[src/rtl/uart_tx_sched.sv]
// uart_tx_sched: shares one UART transmit path between N_REQ byte producers.
// After reset it flushes the UART FIFOs with one CONTROL write. It then
// grants requesters round-robin, polls STATUS until Tx-Full clears, writes
// the byte to TX_FIFO and acknowledges the requester with a one-cycle pulse.
module uart_tx_sched #(
  parameter int                N_REQ     = 4,
  parameter int                ADDR_W    = 32,
  parameter logic [ADDR_W-1:0] UART_BASE = '0,
  parameter int                POLL_GAP  = 8,
  parameter logic [31:0]       CTRL_INIT = 32'h3,
  localparam int               IDW       = $clog2(N_REQ)
) (
  input  logic                 clk,
  input  logic                 rst_n,
  input  logic [N_REQ-1:0]     req_valid,
  input  logic [8*N_REQ-1:0]   req_data,
  output logic [N_REQ-1:0]     req_ready,
  output logic                 a_valid,
  input  logic                 a_ready,
  output logic [2:0]           a_opcode,
  output logic [ADDR_W-1:0]    a_address,
  output logic [31:0]          a_data,
  input  logic                 d_valid,
  output logic                 d_ready,
  input  logic [31:0]          d_data,
  output logic                 busy,
  output logic [IDW-1:0]       grant_id
);

  localparam logic [2:0] OP_GET = 3'd4;
  localparam logic [2:0] OP_PUT = 3'd0;

  localparam logic [ADDR_W-1:0] ADDR_TX   = UART_BASE + ADDR_W'(4);
  localparam logic [ADDR_W-1:0] ADDR_STAT = UART_BASE + ADDR_W'(8);
  localparam logic [ADDR_W-1:0] ADDR_CTRL = UART_BASE + ADDR_W'(12);

  localparam int CNT_W = $clog2(POLL_GAP + 1);
  localparam logic [IDW:0] N_REQ_W = (IDW+1)'(N_REQ);

  localparam logic [2:0] S_INIT_REQ = 3'd0;
  localparam logic [2:0] S_INIT_RSP = 3'd1;
  localparam logic [2:0] S_IDLE     = 3'd2;
  localparam logic [2:0] S_STAT_REQ = 3'd3;
  localparam logic [2:0] S_STAT_RSP = 3'd4;
  localparam logic [2:0] S_BACKOFF  = 3'd5;
  localparam logic [2:0] S_WR_REQ   = 3'd6;
  localparam logic [2:0] S_WR_RSP   = 3'd7;

  logic [2:0]        state_reg, state_next;
  logic [IDW-1:0]    rr_ptr_reg, rr_ptr_next;
  logic [IDW-1:0]    grant_id_reg, grant_id_next;
  logic [7:0]        byte_reg, byte_next;
  logic [N_REQ-1:0]  req_ready_reg, req_ready_next;
  logic              a_valid_reg, a_valid_next;
  logic [2:0]        a_opcode_reg, a_opcode_next;
  logic [ADDR_W-1:0] a_address_reg, a_address_next;
  logic [31:0]       a_data_reg, a_data_next;
  logic [CNT_W-1:0]  cnt_reg, cnt_next;

  logic              pick_found;
  logic [IDW-1:0]    pick_idx;
  logic [IDW:0]      scan_sum;
  logic [IDW-1:0]    scan_idx;

  // Only Tx-Full is meaningful in the STATUS word.
  logic unused_d_data;
  assign unused_d_data = ^{d_data[31:4], d_data[2:0]};

  // Round-robin pick: scan downward in offset so the lowest offset from rr_ptr wins.
  always_comb begin
    pick_found = 1'b0;
    pick_idx   = '0;
    scan_sum   = '0;
    scan_idx   = '0;
    for (int k = N_REQ - 1; k >= 0; k--) begin
      scan_sum = {1'b0, rr_ptr_reg} + (IDW+1)'(k);
      if (scan_sum >= N_REQ_W) scan_sum = scan_sum - N_REQ_W;
      scan_idx = scan_sum[IDW-1:0];
      if (req_valid[scan_idx]) begin
        pick_found = 1'b1;
        pick_idx   = scan_idx;
      end
    end
  end

  // Next-state and bus-request launch logic; request fields are set on entry to a *_REQ state.
  always_comb begin
    state_next     = state_reg;
    rr_ptr_next    = rr_ptr_reg;
    grant_id_next  = grant_id_reg;
    byte_next      = byte_reg;
    req_ready_next = '0;
    a_valid_next   = a_valid_reg;
    a_opcode_next  = a_opcode_reg;
    a_address_next = a_address_reg;
    a_data_next    = a_data_reg;
    cnt_next       = cnt_reg;
    case (state_reg)
      S_INIT_REQ: begin
        if (!a_valid_reg) begin
          // First cycle out of reset: present the FIFO flush write.
          a_valid_next   = 1'b1;
          a_opcode_next  = OP_PUT;
          a_address_next = ADDR_CTRL;
          a_data_next    = CTRL_INIT;
        end else if (a_ready) begin
          a_valid_next = 1'b0;
          state_next   = S_INIT_RSP;
        end
      end
      S_INIT_RSP: begin
        if (d_valid) state_next = S_IDLE;
      end
      S_IDLE: begin
        // Hold off while an acknowledge is on the wire so the acked byte is not regranted.
        if (pick_found && (req_ready_reg == '0)) begin
          grant_id_next  = pick_idx;
          byte_next      = req_data[{pick_idx, 3'b000} +: 8];
          a_valid_next   = 1'b1;
          a_opcode_next  = OP_GET;
          a_address_next = ADDR_STAT;
          a_data_next    = '0;
          state_next     = S_STAT_REQ;
        end
      end
      S_STAT_REQ: begin
        if (a_ready) begin
          a_valid_next = 1'b0;
          state_next   = S_STAT_RSP;
        end
      end
      S_STAT_RSP: begin
        if (d_valid) begin
          if (d_data[3]) begin
            cnt_next   = CNT_W'(POLL_GAP - 1);
            state_next = S_BACKOFF;
          end else begin
            a_valid_next   = 1'b1;
            a_opcode_next  = OP_PUT;
            a_address_next = ADDR_TX;
            a_data_next    = {24'b0, byte_reg};
            state_next     = S_WR_REQ;
          end
        end
      end
      S_BACKOFF: begin
        if (cnt_reg == '0) begin
          a_valid_next   = 1'b1;
          a_opcode_next  = OP_GET;
          a_address_next = ADDR_STAT;
          a_data_next    = '0;
          state_next     = S_STAT_REQ;
        end else begin
          cnt_next = cnt_reg - CNT_W'(1);
        end
      end
      S_WR_REQ: begin
        if (a_ready) begin
          a_valid_next = 1'b0;
          state_next   = S_WR_RSP;
        end
      end
      S_WR_RSP: begin
        if (d_valid) begin
          req_ready_next[grant_id_reg] = 1'b1;
          rr_ptr_next = (grant_id_reg == IDW'(N_REQ - 1)) ? '0 : grant_id_reg + IDW'(1);
          state_next  = S_IDLE;
        end
      end
      default: state_next = S_INIT_REQ;
    endcase
  end

  // State registers; reset aborts any transfer and restarts with the flush write.
  always_ff @(posedge clk or negedge rst_n) begin
    if (!rst_n) begin
      state_reg     <= S_INIT_REQ;
      rr_ptr_reg    <= '0;
      grant_id_reg  <= '0;
      byte_reg      <= '0;
      req_ready_reg <= '0;
      a_valid_reg   <= 1'b0;
      a_opcode_reg  <= OP_PUT;
      a_address_reg <= ADDR_CTRL;
      a_data_reg    <= '0;
      cnt_reg       <= '0;
    end else begin
      state_reg     <= state_next;
      rr_ptr_reg    <= rr_ptr_next;
      grant_id_reg  <= grant_id_next;
      byte_reg      <= byte_next;
      req_ready_reg <= req_ready_next;
      a_valid_reg   <= a_valid_next;
      a_opcode_reg  <= a_opcode_next;
      a_address_reg <= a_address_next;
      a_data_reg    <= a_data_next;
      cnt_reg       <= cnt_next;
    end
  end

  assign req_ready = req_ready_reg;
  assign a_valid   = a_valid_reg;
  assign a_opcode  = a_opcode_reg;
  assign a_address = a_address_reg;
  assign a_data    = a_data_reg;
  assign grant_id  = grant_id_reg;
  assign d_ready   = (state_reg == S_INIT_RSP) || (state_reg == S_STAT_RSP) ||
                     (state_reg == S_WR_RSP);
  assign busy      = (state_reg != S_IDLE);

endmodule
[config.mk]
export PLATFORM = sky130hd
export DESIGN_NAME = uart_tx_sched
export DESIGN_NICKNAME = d
export VERILOG_FILES = /design/src/rtl/uart_tx_sched.sv
export SDC_FILE = /design/constraint.sdc
export NUM_CORES = 1
export LEC_CHECK = 0
export BUFFER_PORTS_ARGS = -buffer_cell sky130_fd_sc_hd__buf_4
export CAP_MARGIN = 25
export CORE_AREA = 2 2 82 84
export CTS_CLUSTER_DIAMETER = 60
export DETAILED_ROUTE_END_ITERATION = 7
export DIE_AREA = 0 0 84 86
export PLACE_DENSITY = 0.85
export SKIP_CTS_REPAIR_TIMING = 1
export SLEW_MARGIN = 10
export SYNTH_ARGS = -nofsm -noshare
export SYNTH_HDL_FRONTEND = slang
export SYNTH_SLANG_ARGS = --single-unit
[constraint.sdc]
create_clock -name clk -period 2.1 [get_ports clk]
set_input_delay 0 -clock clk [delete_from_list [all_inputs] [get_ports clk]]
set_output_delay 0 -clock clk [all_outputs]
set_load 0.05 [all_outputs]
==> run metrics <==
Worst Reg-to-Reg Cells 5; setup TNS 0 ns; initial antenna violation count 0; Top Ports 148; CTS max path bufs 2; Max-Slew Margin vs Limit between 50% and 60%; # diodes 0; FP Rows 29; TritonCTS clock tree done; sequential share of the synthesized area 35.5%; area delta synth->final 21.8%; layout cells sized above 1 31.0%; first-pass GRT wire length 8.71 mm; MaxCap Viol Count 0; die area 0.00722 sq mm; clock tree sinks 35; Final setup viols 0; hold wc startpoint req_data[28]; reg2reg setup slack about 0.015 ns; worst flop-to-flop path startpoint req_ready[1]; vias in the first global route 1956; PD cells 1410 mW/mm^2; most common cell after layout, fill and taps aside buf_4; Clock power frac 11.3%; clock skew 0.00927 ns; hold crit path type in -> reg; commonest non-fill, non-tap cells in the layout buf_4 (73), conb_1 (56), dfrtp_1 (30); sequential share of power 28.9%; Cell Area, Synth 0.00247 sq mm; drt pass-1 iters 4; Initial Util 39.4%; Post-Route WL 5.48 mm; Slew Viols, Final 0; Worst R2R End byte_reg[2]; Main synth FF type dfrtp_1; Ys Warns 0; worst slew pin tran just over 0.6 ns; largest net degree at the start of global routing 36; sw power between 2 and 2.5 mW; pre-CTS setup slack -0.0661 ns; Antenna Nets Post-Route 0; Final Hold Viols 0; status finished clean; HPWL Detailed 4.38 mm; RSZ-0062 raised after global routing true; GRT Total Usage between 10% and 20%; post-route worst setup slack 0.0154 ns; final worst path period share between 90 and 100%; Num CTS Buffers 5; mean post-synth cell area 8.96 sq um; Critical Path Sink Type register; initial drt markers around 110; sw frac between 40% and 50%; Chip Height 86 um; Post-Place Cell Area 0.00286 sq mm; cells after synthesis about 280; clock latency on the worst-skew pair roughly 0.29 ns; VDD IR max 0.000977 V; Util after Layout about 48%; max frequency 480 MHz; Hold Crit Depth 3; H-tree Lvls 2; number of synthesized register bits 35; GPL Wtd Cong 0.880; total power around 4.3 mW; EDFF count, synth 0; buffers added on ports 60; die width roughly 84 um; Leak Pwr 1.45 nW; CP required roughly 2.3 ns; post-DR wirelength/cell 12.9 um; Layout Nets 424; Vias/cell about 5; Pint ~2.1 mW; Netlist cell types 57; DRC errors left 0; Crit Path Class reg -> reg; Crit path arrival time 2.26 ns; post-route cell area approximately 0.0030 sq mm; CTS root buf clkbuf_8; Async SR Flop Fraction between 90% and 100%; Core Area around 0.0063 sq mm; clock slew at reported path FFs 0.08 ns; gr ovfl total 0; combinational power share ~60%; Hold EP byte_reg[4]; largest fanout on the critical path 4; CP startpoint kind register; routed via count 2074; min cycle time layout 2.08 ns
synth_stat cells (2+ instances only):
master / count / area, sq um
or2_2: 3 / 18.8
dfstp_2: 2 / 52.6
and2_1: 4 / 25.0
or3_1: 3 / 18.8
nand2_1: 19 / 71.3
nand3_1: 9 / 45.0
nand2b_1: 6 / 37.5
clkbuf_1: 5 / 18.8
o31ai_1: 2 / 15.0
a32oi_1: 4 / 35.0
dfrtp_1: 33 / 826
buf_4: 56 / 420
ha_1: 5 / 62.6
a211oi_1: 7 / 52.6
o22ai_1: 2 / 12.5
and3_1: 2 / 12.5
o221ai_1: 2 / 17.5
a21oi_1: 9 / 45.0
nor2_1: 13 / 48.8
a22o_1: 6 / 52.6
nor3b_1: 8 / 60.1
inv_1: 12 / 45.0
mux2i_1: 5 / 50.1
nand3b_1: 2 / 15.0
nor2b_1: 5 / 31.3
o21ai_0: 12 / 60.1
buf_2: 3 / 15.0
nand4_1: 2 / 12.5
nor3_1: 5 / 25.0
o21ai_1: 2 / 10.0
nor4_1: 2 / 12.5
through the flow:
| step | instances | hold WS, ns |
|---|---|---|
| 6_report | 425 | 0.0148 |
| 5_1_grt | 425 | 0.0354 |
| 4_1_cts | 423 | -0.336 |
| 3_5_place_dp | 415 | -0.0239 |
| 3_3_place_gp | 415 | -0.0290 |
| 2_1_floorplan | 331 | -0.296 |
logic make-up (layout without fill, tap and decap cells):
group	after synthesis	after routing	synth area share, %
other cells	1	56	0.152
mux	6	6	2.48
xor+xnor	2	2	0.708
compound gates	58	58	16.4
flops	35	35	35.5
buf+inv	78	95	20.5
fa+ha+maj	5	5	2.53
simple gates	91	91	21.7
routing by layer:
layer	GRT usage, %	up-vias	wire length, um
li1	-	1004	-
met1	18.0	985	2230
met2	26.1	79	2830
met3	2.98	6	344
met4	4.84	0	72
met5	0	-	0
power by group through the flow:
stage                     registers (mW)  logic, mW  clock network [mW]
after floorplan                     1.57       1.51                   0
after global placement              1.23       2.42                   0
after detailed placement            1.24       2.48                   0
after CTS                           1.23       2.49               0.485
after global routing                1.29       2.75               0.517
final                               1.23       2.55               0.480
worst max-delay path by stage:
stage	from	endpoint	cells past startpoint
CTS	req_ready[3]	a_data[6]	5
floorplan	req_ready[3]	byte_reg[2]	5
global placement	req_ready[3]	a_data[6]	5
detailed placement	req_ready[3]	a_data[6]	5
finish	req_ready[1]	byte_reg[2]	5
global route	req_ready[1]	byte_reg[2]	5
layout make-up:
| cell class | count | area (sq um) |
|---|---|---|
| fillers | 613 | 3270 |
| multi-input cells | 218 | 1340 |
| flip-flops and latches | 35 | 882 |
| repair buffers | 74 | 558 |
| well taps | 77 | 96.3 |
| clock buffers | 5 | 68.8 |
| inverters | 13 | 48.8 |
| clock inverters | 3 | 20.0 |
critical path, stage by stage, from the launching register on:
cell     delay, ns
dfrtp_2       0.40
or4_4         0.57
or3_4         0.42
or3_4         0.40
o22ai_1       0.13
nor3b_1       0.07
Note: power is estimated with default switching activity, not from simulation.
